**config.mk**
```make
export PLATFORM = sky130hd
export DESIGN_NAME = sym_delay_search_flat
export DESIGN_NICKNAME = d
export VERILOG_FILES = /design/src/rtl/sym_delay_search_pkg.sv /design/src/rtl/sym_delay_search_if.sv /design/src/rtl/sym_delay_search_tap_line.sv /design/src/rtl/sym_delay_search.sv /design/src/flat_wrapper.sv
export SDC_FILE = /design/constraint.sdc
export NUM_CORES = 1
export LEC_CHECK = 0
export ABC_AREA = 1
export BUFFER_PORTS_ARGS = -buffer_cell sky130_fd_sc_hd__buf_2
export CAP_MARGIN = 10
export CORE_ASPECT_RATIO = 1.25
export CORE_UTILIZATION = 39
export CTS_CLUSTER_DIAMETER = 150
export DETAILED_ROUTE_END_ITERATION = 10
export SYNTH_ARGS = -nofsm -noshare
export SYNTH_HDL_FRONTEND = slang
export SYNTH_SLANG_ARGS = --single-unit
```
**constraint.sdc**
```tcl
create_clock -name clk -period 14 [get_ports clk]
set_input_delay 0.7 -clock clk [delete_from_list [all_inputs] [get_ports clk]]
set_output_delay 0.7 -clock clk [all_outputs]
set_load 0.1 [all_outputs]
```
**src/rtl/sym_delay_search_pkg.sv**
```systemverilog
// Shared types and defaults for the RX/TX symbol-alignment search.
package sym_delay_search_pkg;

  // Default sweep geometry: one window per candidate delay, full sweep is
  // (SDS_DEF_MAX_DELAY+1) * SDS_DEF_WIN_LEN symbols.
  localparam int SDS_DEF_WIN_LEN   = 256;
  localparam int SDS_DEF_MAX_DELAY = 127;

  // Search FSM encoding.
  typedef enum logic [0:0] {
    SDS_SEARCH = 1'b0,
    SDS_LOCKED = 1'b1
  } sds_state_e;

  // One symbol error: any difference between reference and sliced symbol.
  function automatic logic sym_mismatch(input logic [1:0] ref_sym, input logic [1:0] rx_sym);
    return (ref_sym != rx_sym);
  endfunction

endpackage

```
**src/rtl/sym_delay_search_if.sv**
```systemverilog
// Symbol-rate stream and status bundle of the delay search block.
interface sym_delay_search_if #(
  parameter int DELAY_W = 8,
  parameter int CNT_W   = 9
);
  logic               sym_clk_en;
  logic               restart;
  logic [1:0]         tx_data;
  logic [1:0]         rx_data;
  logic [DELAY_W-1:0] delay;
  logic               locked;
  logic [CNT_W-1:0]   window_err;
  logic [CNT_W-1:0]   best_err;
  logic [1:0]         tx_data_aligned;

  // Symbol source / status consumer side.
  modport master (
    output sym_clk_en, restart, tx_data, rx_data,
    input  delay, locked, window_err, best_err, tx_data_aligned
  );

  // Delay search block side.
  modport slave (
    input  sym_clk_en, restart, tx_data, rx_data,
    output delay, locked, window_err, best_err, tx_data_aligned
  );
endinterface

```
**src/rtl/sym_delay_search_tap_line.sv**
```systemverilog
// Tapped delay line of 2-bit symbols; tap 0 is the live input, tap k is
// the input k enabled ticks ago.
module sym_tap_line #(
  parameter int DEPTH = 127,
  parameter int SEL_W = 8
) (
  input  logic             clk,
  input  logic             reset,
  input  logic             clk_en,
  input  logic [1:0]       in,
  input  logic [SEL_W-1:0] sel,
  output logic [1:0]       out
);

  logic [1:0] line_r [DEPTH];
  logic [1:0] taps_s [DEPTH+1];

  // Shift one symbol per enabled tick; reset empties the line to zeros.
  always_ff @(posedge clk) begin
    if (reset) begin
      for (int i = 0; i < DEPTH; i++) line_r[i] <= 2'b00;
    end else if (clk_en) begin
      line_r[0] <= in;
      for (int i = 1; i < DEPTH; i++) line_r[i] <= line_r[i-1];
    end
  end

  // Flatten live input plus stored symbols into one tap vector.
  always_comb begin
    taps_s[0] = in;
    for (int k = 1; k <= DEPTH; k++) taps_s[k] = line_r[k-1];
  end

  // Tap select; an out-of-range select reads as symbol 0.
  always_comb begin
    out = 2'b00;
    for (int k = 0; k <= DEPTH; k++) out = (sel == SEL_W'(k)) ? taps_s[k] : out;
  end

endmodule

```
**src/rtl/sym_delay_search.sv**
```systemverilog
// Automatic RX/TX symbol alignment: sweeps candidate delays of the TX
// reference, counts mismatches against the sliced RX symbols per window and
// locks on the best delay. Drops lock when a window gets too noisy.
module sym_delay_search
  import sym_delay_search_pkg::*;
#(
  parameter int MAX_DELAY   = SDS_DEF_MAX_DELAY,
  parameter int DELAY_W     = 8,
  parameter int WIN_LEN     = SDS_DEF_WIN_LEN,
  parameter int CNT_W       = 9,
  parameter int LOCK_THRESH = 4,
  parameter int LOSS_THRESH = 32
) (
  input  logic               clk,
  input  logic               reset,
  sym_delay_search_if.slave  bus
);

  localparam int               WIN_W    = $clog2(WIN_LEN);
  localparam logic [CNT_W-1:0] ERR_ONES = {CNT_W{1'b1}};

  sds_state_e         state_r, state_s;
  logic [DELAY_W-1:0] delay_r, delay_s;
  logic [DELAY_W-1:0] best_delay_r, best_delay_s;
  logic [CNT_W-1:0]   best_err_r, best_err_s;
  logic [CNT_W-1:0]   window_err_r, window_err_s;
  logic [CNT_W-1:0]   err_acc_r, err_acc_s;
  logic [WIN_W-1:0]   win_cnt_r, win_cnt_s;
  logic               locked_r, locked_s;

  logic [1:0]         tap_s;
  logic               err_s;
  logic               win_end_s;
  logic [CNT_W-1:0]   total_s;
  logic [CNT_W-1:0]   min_err_s;

  sym_tap_line #(
    .DEPTH (MAX_DELAY),
    .SEL_W (DELAY_W)
  ) u_tap_line (
    .clk    (clk),
    .reset  (reset),
    .clk_en (bus.sym_clk_en),
    .in     (bus.tx_data),
    .sel    (delay_r),
    .out    (tap_s)
  );

  assign err_s     = sym_mismatch(tap_s, bus.rx_data);
  assign win_end_s = (win_cnt_r == WIN_W'(WIN_LEN - 1));
  assign total_s   = err_acc_r + CNT_W'(err_s);
  assign min_err_s = (total_s < best_err_r) ? total_s : best_err_r;
  assign locked_s  = (state_s == SDS_LOCKED);

  // Next-state: restart beats a tick; window end drives the search decisions.
  always_comb begin
    state_s      = state_r;
    delay_s      = delay_r;
    best_delay_s = best_delay_r;
    best_err_s   = best_err_r;
    window_err_s = window_err_r;
    win_cnt_s    = win_cnt_r;
    err_acc_s    = err_acc_r;
    if (bus.restart) begin
      state_s    = SDS_SEARCH;
      delay_s    = DELAY_W'(0);
      best_err_s = ERR_ONES;
      win_cnt_s  = WIN_W'(0);
      err_acc_s  = CNT_W'(0);
    end else if (bus.sym_clk_en) begin
      if (win_end_s) begin
        win_cnt_s    = WIN_W'(0);
        err_acc_s    = CNT_W'(0);
        window_err_s = total_s;
        case (state_r)
          SDS_SEARCH: begin
            if (total_s < best_err_r) begin
              best_err_s   = total_s;
              best_delay_s = delay_r;
            end else begin
              best_err_s   = best_err_r;
            end
            if (total_s == CNT_W'(0)) begin
              // Clean window: no point sweeping further.
              state_s    = SDS_LOCKED;
              best_err_s = CNT_W'(0);
            end else if (delay_r < DELAY_W'(MAX_DELAY)) begin
              delay_s = delay_r + DELAY_W'(1);
            end else if (min_err_s <= CNT_W'(LOCK_THRESH)) begin
              // Sweep done; the last window may itself be the best one.
              state_s = SDS_LOCKED;
              delay_s = (total_s < best_err_r) ? delay_r : best_delay_r;
            end else begin
              delay_s    = DELAY_W'(0);
              best_err_s = ERR_ONES;
            end
          end
          SDS_LOCKED: begin
            if (total_s > CNT_W'(LOSS_THRESH)) begin
              state_s    = SDS_SEARCH;
              delay_s    = DELAY_W'(0);
              best_err_s = ERR_ONES;
            end else begin
              delay_s = delay_r;
            end
          end
          default: begin
            state_s    = SDS_SEARCH;
            delay_s    = DELAY_W'(0);
            best_err_s = ERR_ONES;
          end
        endcase
      end else begin
        win_cnt_s = win_cnt_r + WIN_W'(1);
        err_acc_s = total_s;
      end
    end else begin
      state_s = state_r;
    end
  end

  // State and counter registers; reset has priority over everything.
  always_ff @(posedge clk) begin
    if (reset) begin
      state_r      <= SDS_SEARCH;
      delay_r      <= DELAY_W'(0);
      best_delay_r <= DELAY_W'(0);
      best_err_r   <= ERR_ONES;
      window_err_r <= CNT_W'(0);
      err_acc_r    <= CNT_W'(0);
      win_cnt_r    <= WIN_W'(0);
      locked_r     <= 1'b0;
    end else begin
      state_r      <= state_s;
      delay_r      <= delay_s;
      best_delay_r <= best_delay_s;
      best_err_r   <= best_err_s;
      window_err_r <= window_err_s;
      err_acc_r    <= err_acc_s;
      win_cnt_r    <= win_cnt_s;
      locked_r     <= locked_s;
    end
  end

  assign bus.delay           = delay_r;
  assign bus.locked          = locked_r;
  assign bus.window_err      = window_err_r;
  assign bus.best_err        = best_err_r;
  assign bus.tx_data_aligned = tap_s;

endmodule

```
**src/flat_wrapper.sv**
```systemverilog
// flat-port wrapper written by rule: the top's interface ports become plain ports
module sym_delay_search_flat import sym_delay_search_pkg::*;
#(
  parameter int MAX_DELAY   = SDS_DEF_MAX_DELAY,
  parameter int DELAY_W     = 8,
  parameter int WIN_LEN     = SDS_DEF_WIN_LEN,
  parameter int CNT_W       = 9,
  parameter int LOCK_THRESH = 4,
  parameter int LOSS_THRESH = 32
)
  (clk, reset, bus_sym_clk_en, bus_restart, bus_tx_data, bus_rx_data, bus_delay, bus_locked, bus_window_err, bus_best_err, bus_tx_data_aligned);
  sym_delay_search_if #(.DELAY_W(DELAY_W), .CNT_W(CNT_W)) bus_i ();
  input  logic clk;
  input  logic reset;
  input wire logic [$bits(bus_i.sym_clk_en)-1:0] bus_sym_clk_en;
  input wire logic [$bits(bus_i.restart)-1:0] bus_restart;
  input wire logic [$bits(bus_i.tx_data)-1:0] bus_tx_data;
  input wire logic [$bits(bus_i.rx_data)-1:0] bus_rx_data;
  output wire logic [$bits(bus_i.delay)-1:0] bus_delay;
  output wire logic [$bits(bus_i.locked)-1:0] bus_locked;
  output wire logic [$bits(bus_i.window_err)-1:0] bus_window_err;
  output wire logic [$bits(bus_i.best_err)-1:0] bus_best_err;
  output wire logic [$bits(bus_i.tx_data_aligned)-1:0] bus_tx_data_aligned;
  assign bus_i.sym_clk_en = bus_sym_clk_en;
  assign bus_i.restart = bus_restart;
  assign bus_i.tx_data = bus_tx_data;
  assign bus_i.rx_data = bus_rx_data;
  assign bus_delay = bus_i.delay;
  assign bus_locked = bus_i.locked;
  assign bus_window_err = bus_i.window_err;
  assign bus_best_err = bus_i.best_err;
  assign bus_tx_data_aligned = bus_i.tx_data_aligned;
  sym_delay_search #(.MAX_DELAY(MAX_DELAY), .DELAY_W(DELAY_W), .WIN_LEN(WIN_LEN), .CNT_W(CNT_W), .LOCK_THRESH(LOCK_THRESH), .LOSS_THRESH(LOSS_THRESH)) u_core (.clk(clk), .reset(reset), .bus(bus_i));
endmodule
```
* After elaboration in Yosys (flattened, before gate mapping) *
Memory sizes are Yosys's and may differ from the RTL's.
Cells that the tools add are included.

storage, ports and cells
  logic and storage cells = 562
  output and inout port bits = 29
  memory bits (read-only) = 0
  memories = 1
  latch bits = 0
  bits in registers = 52
  input bits = 8
  RAM bits = 254

memory list
  name                      words  bits a word  read ports  clocked after Yosys merged registers in  write ports  line                             RTL
  u_core.u_tap_line.line_r  127    2            127         0                                        127          sym_delay_search_tap_line.sv:15  logic [1:0] line_r [DEPTH];

cells by class
  order comparisons = 4
  multipliers = 0
  divide/modulo/power cells = 0
  muxes and demuxes = 279
  add/sub/neg operators = 3
  equality and inequality tests = 131
  shifts and indexed selects = 0
  bitwise operators = 129
  reductions and logical operators = 8

operators with widths
  operator                                                         number
  equality test 8 x 7 -> 1 bit (second input constant)             64
  2-to-1 mux 2 bit                                                 255
  equality test 8 x 6 -> 1 bit (second input constant)             32
  equality test 8 x 5 -> 1 bit (second input constant)             16
  OR 1 bit                                                         127
  equality test 8 x 4 -> 1 bit (second input constant)             8
  2-to-1 mux 9 bit                                                 6
  2-to-1 mux 8 bit                                                 6
  equality test 8 x 3 -> 1 bit (second input constant)             4
  one-hot mux 9 bit (2 select lines)                               1
  adder 8 x 1 -> 8 bit (second input constant)                     2
  equality test 8 x 2 -> 1 bit (second input constant)             2
  one-hot mux 8 bit (2 select lines)                               1
  adder 9 x 1 -> 9 bit                                             1
  > comparator 9 x 6 -> 1 bit (second input constant)              1
  less-or-equal comparator 9 x 3 -> 1 bit (second input constant)  1
  zero test 9 bit                                                  1
  less-than comparator 9 bit                                       1
  2-to-1 mux 1 bit                                                 9
  equality test 8 x 1 -> 1 bit (second input constant)             1
  equality test 8 bit (second input constant)                      1
  zero test 8 bit                                                  1
  less-than comparator 8 x 7 -> 1 bit (second input constant)      1
  AND reduction 4 bit                                              2
  7 further kinds                                                  10

* Longest topological paths before layout *
  word-level depth = 138
  gate-level depth with buffers = 160
  gate-level depth less buffers = 160

* By module *
A second synthesis with hierarchy kept.

second synthesis, totals
  cells, all modules = 1940
  area total of the unflattened synthesis = 15667.5 sq um

by module, submodules not included
  module            instances  area each (sq um)  cells an instance
  sym_tap_line      1          12578.3            1483
  sym_delay_search  1          3089.2             457

* Worst setup path after synthesis *
OpenSTA, ideal clock, no wires.

  path kind = register to register
  start = register u_core.delay_r[0], in the netlist u_core.bus.delay[0]
  end = register u_core.delay_r[1], in the netlist u_core.bus.delay[1]
  arrival time = 11.739 ns
  data required time = 13.930 ns
  path slack = 2.191 ns
  cell stages (with the launch flop) = 160
  setup time = 0.070 ns
  path buffers = 1
  clock period less this slack = 11.809 ns
  cells stage by stage = dfxtp_1 -> ha_1 -> clkinv_1 -> nor2_2 -> inv_2 -> nand3_1 -> nand2_1 -> nand2_1 -> o211ai_2 -> o21ai_1 -> nand3_1 -> o21ai_1 -> nor2_1 -> a21oi_1 -> o21ai_1 -> a21oi_1 -> a21oi_1 -> o21ai_1 -> [... 124 more ...] -> nand2_1 -> inv_1 -> ha_1 -> nand2_1 -> nor2_1 -> o211ai_1 -> nand3_1 -> clkbuf_1 -> nand2_1 -> o21ai_0 -> inv_1 -> nor3_1 -> nand3_1 -> nor2_1 -> inv_1 -> o21ai_0 -> nand2_1 -> a21oi_1

between the ends
  word-level cells in the longest chain between the ends = 138
  elaborated cells between the ends (all ways) = 273
  those cells by class = add/sub: 2; order compare: 4; eq/ne: 130; mux: 134; reduce/logical: 3

RTL lines
  item                                     line                                            RTL
  start, declared                          sym_delay_search.sv:23                          logic [DELAY_W-1:0] delay_r, delay_s;
  start signal, assigned                   sym_delay_search.sv:135                         delay_r <= delay_s;
  zero test 8 bit                          sym_delay_search_tap_line.sv:37                 for (int k = 0; k <= DEPTH; k++) out = (sel == SEL_W'(k)) ? taps_s[k] : out;
  2-to-1 mux 2 bit (127 in series)         sym_delay_search_tap_line.sv:37
  2-to-1 mux 2 bit (*)                     sym_delay_search_tap_line.sv:37
  inequality test 2 bit (*)                sym_delay_search_pkg.sv:17                      return (ref_sym != rx_sym);
  adder 9 x 1 -> 9 bit (*)                 sym_delay_search.sv:51                          assign total_s = err_acc_r + CNT_W'(err_s);
  net u_core.total_s[8]                    sym_delay_search.sv:34                          logic [CNT_W-1:0] total_s;
  less-than comparator 9 bit               sym_delay_search.sv:52, sym_delay_search.sv:92
  2-to-1 mux 9 bit                         sym_delay_search.sv:52                          assign min_err_s = (total_s < best_err_r) ? total_s : best_err_r;
  less-or-equal comparator 9 x 3 -> 1 bit  sym_delay_search.sv:89                          end else if (min_err_s <= CNT_W'(LOCK_THRESH)) begin
  2-to-1 mux 8 bit                         sym_delay_search.sv:89
  2-to-1 mux 8 bit                         sym_delay_search.sv:87                          end else if (delay_r < DELAY_W'(MAX_DELAY)) begin
  2-to-1 mux 8 bit                         sym_delay_search.sv:83                          if (total_s == CNT_W'(0)) begin
  one-hot mux 8 bit (2 select lines)       sym_delay_search.sv:75                          case (state_r)

Mark *: on every way through the listed nets, which the timed path passes. The rest lies on a longest branch. The select of a mux whose other input is x is not followed.
A chain may end at the register's enable or synchronous reset.

* Worst setup path in the final report *
  start = register u_core.delay_r[4], in the netlist u_core.bus.delay[4]
  end = register u_core.delay_r[0], in the netlist u_core.bus.delay[0]

Same word-level chain as after synthesis.

==> impl_metrics.toml <==
[run_status]
status = "complete, no violations"

[cts]
cts_tree = "done"
cts_hold_buf = 0
cts_buffers = 35
cts_max_level = 2
cts.sinks = 306
clk_path_buf_depth = 3
cts_root_buffer = "clkbuf_16"
clk-insertion-delay-late_ns = 0.52
path_clk_slew_ns = 0.06

[power]
p_clk_frac = 0.438
p_leak_uw = 0.00767
pwr-share-comb = 0.048
power_switching_uw = 467
peakVddDrop_v = 0.0000708
seqPwrFrac = 0.514
power_density_nw_per_um2 = 112
p_int_uw = 1600
sw_frac_of_total = 0.226

[drt]
ant_nets = 0
wire_per_inst_um = 14.1
dr.pass1.iters = 5
drc = 0
dr_wl_met3_mm = 1.43
top_layer_used = "met4"
via_count = 12800
wl_met1_mm = 16.4
viasPerCell = 4.73
routed_wl_mm = 38.0
initialDrtViolationCount = 886
met2_length_mm = 18.9

[cells_and_area]
fin_util = 0.461
seq_area_um2 = 8690
fillers = 3946
syn2layout_area_growth_pct = 16.1
num_antenna_cells = 0
drive_above_1_share = 0.108
layout.nets = 2150
multiInputGateArea_um2 = 5640
finalInstanceArea_um2 = 18500
stdcell_count = 2697

[yosys]
synth_cells = 2055
ys_ff_latch = 306
yosysUniqueCellTypes = 38
seq_area_frac_synth = 0.543
netlist_area_um2 = 16000
yosysWarnings = 0
synth.net_count = 2078
syn_area_per_cell_um2 = 7.77

[floorplanning]
die_area_um2 = 41800
core_area_um2 = 40200
num_rows = 82
die_h_um = 228
start_util = 0.397
ios = 37
die_x_um = 183

[setup_path]
worst_path_most_repeated_cell = "nand2_1"
cp-start-kind = "flip-flop"
required_ns = 14.43
worstPathArrival_ns = 12.91
cp-end-kind = "flip-flop"
cp_max_fo = 6
r2r-start = "u_core.bus.delay[4]"
worstSetupPathType = "reg2reg"
slowest_delay_ns = 0.39
regToRegSetupSlack_ns = 1.52
r2r-end = "u_core.bus.delay[0]"
slowest_stage = "dfxtp_1"
ff2ff_path_depth = 155

[placement]
port_buffers = 36
place.gp.congestion = 0.866
placedCellCount = 2610
post-dp-hpwl_mm = 24.9
detailed_place.area_um2 = 16800

[sta]
setup_viol = 0
tightest_slew_ns = 1.08
hold_violations = 0
fin_setup_tns_ns = 0
period_share = 0.891
finalMaxSlewViolations = 0
max_slew_margin = 0.277
timing.hold.ws_ns = 0.459
skew_ns = 0.0187
fmax_mhz = 80.1
period_needed_ns = 12.48
rsz0062_at_grt = "yes"

[global_routing]
grt_pass1_vias = 12200
grt_pass1_wl_mm = 61.1
grt.total_usage = 0.181
antenna_found_initial = 0
grt_start_max_net_pins = 90
grt.overflow.total = 0

[job]
drv_cap = 0

[worst_hold_path]
worstHoldPathCells = 2
holdPathEnd = "u_core.bus.window_err[4]"
holdCritStartpoint = "u_core.bus.window_err[4]"
hp-class = "reg2reg"
==> how the worst max path moves through the flow <==
stage,start,to,cells after the start
2_1_floorplan,u_core.bus.delay[0],u_core.bus.delay[1],159
3_3_place_gp,u_core.bus.delay[1],u_core.bus.delay[3],159
3_5_place_dp,u_core.bus.delay[1],u_core.bus.delay[3],159
4_1_cts,u_core.bus.delay[1],u_core.bus.delay[0],159
5_1_grt,u_core.bus.delay[1],u_core.bus.delay[0],158
6_report,u_core.bus.delay[4],u_core.bus.delay[0],155
==> synth_stat cells (all sizes together) <==
cell type | n | area share
inv | 488 | 0.11
nand2 | 430 | 0.10
nor2 | 418 | 0.10
edfxtp | 254 | 0.48
nand3 | 126 | 0.039
o21ai | 115 | 0.036
a21oi | 62 | 0.019
dfxtp | 52 | 0.065
clkbuf | 45 | 0.011
ha | 15 | 0.012
nand4 | 8 | 0.0031
nor3 | 7 | 0.0022
xor2 | 5 | 0.0027
o22ai | 4 | 0.0016
or2 | 4 | 0.0016
o211ai | 3 | 0.0017
a22oi | 2 | 0.00094
buf | 2 | 0.0014
clkinv | 2 | 0.00047
nand3b | 2 | 0.00094
nor4 | 2 | 0.00078
a211oi | 1 | 0.00047
a221oi | 1 | 0.00094
o2111ai | 1 | 0.00055
o211a | 1 | 0.00063
o21a | 1 | 0.00047
o21bai | 1 | 0.00047
o311ai | 1 | 0.00055
o41ai | 1 | 0.00055
xnor2 | 1 | 0.00055
==> critical path, delay by kind of cell, from the launching register on <==
family	cells	cell delay, ns
buffers and inverters	4	0.46
flip-flops	1	0.39
adder cells (fa/ha/maj)	3	0.57
AND/OR/NAND/NOR	126	8.47
AO/OA/AOI/OAI	22	2.41
==> logic make-up (layout without fill, tap and decap cells) <==
| logic type | count (synthesis) | count (layout) | synth area share |
|---|---|---|---|
| AOI/OAI and AO/OA | 194 | 194 | 0.0643 |
| xor gates and xnor gates | 6 | 6 | 0.00329 |
| adders and majority gates | 15 | 15 | 0.0117 |
| buffers and inverters | 537 | 632 | 0.127 |
| DFF | 306 | 306 | 0.543 |
| and+or+nand+nor | 997 | 998 | 0.251 |
==> registers in the layout, summed over array words and instances (netlist names) <==
name / cells
u_core.best_delay_r: 8
u_core.bus.best_err: 9
u_core.bus.delay: 8
u_core.bus.window_err: 9
u_core.err_acc_r: 9
u_core.state_r: 1
u_core.u_tap_line.line_r: 254
u_core.win_cnt_r: 8
==> power groups by stage <==
stage	logic, µW	registers (µW)	clock network, µW
floorplan	74.1	1090	0
global placement	97.9	1080	0
detailed placement	98.9	1080	0
CTS	99.5	1070	928
global route	116	1070	956
finish	99.5	1070	907
==> layout make-up <==
type                            instances  area share
Multi-Input combinational cell       1213       0.304
Clock buffer                           38      0.0501
Sequential cell                       306       0.468
Inverter                              490       0.100
Timing Repair Buffer                   81      0.0301
Tap cell                              546      0.0368
Clock inverter                         23      0.0103
==> layout by cell type (no fill, tap or decap), types with 7 or more instances in the layout <==
cell	count
nand2_1	414
buf_2	35
inv_1	469
nand3_1	118
nand4_1	8
o21ai_0	96
nor2_2	7
nor2_1	401
nand2_2	8
clkinv_1	8
nand3_2	8
clkbuf_16	38
o21ai_1	13
dfxtp_1	45
buf_4	42
edfxtp_1	254
clkinv_2	9
a21oi_1	57
inv_2	14
ha_1	7
nor2_4	9
ha_4	7
==> through the flow <==
stage | total power [µW] | setup slack, ns
3_3_place_gp | 1180 | 0.669
2_1_floorplan | 1160 | 2.19
3_5_place_dp | 1180 | 0.603
6_report | 2070 | 1.52
5_1_grt | 2140 | -0.205
4_1_cts | 2090 | 0.450
==> metal layers <==
layer  up-vias  GRT usage
li1       6490          -
met5         -          0
met1      5943      0.223
met3        77     0.0241
met2       240      0.320
met4         0     0.0667
==> timing repair <==
action / in CTS / in global routing
endpoints found under the setup margin: 0 / 26
buffers inserted: 0 / 24
hold endpoints to repair: 0 / 0
resized for setup: 0 / 115
Note: power is estimated with default switching activity, not from simulation.
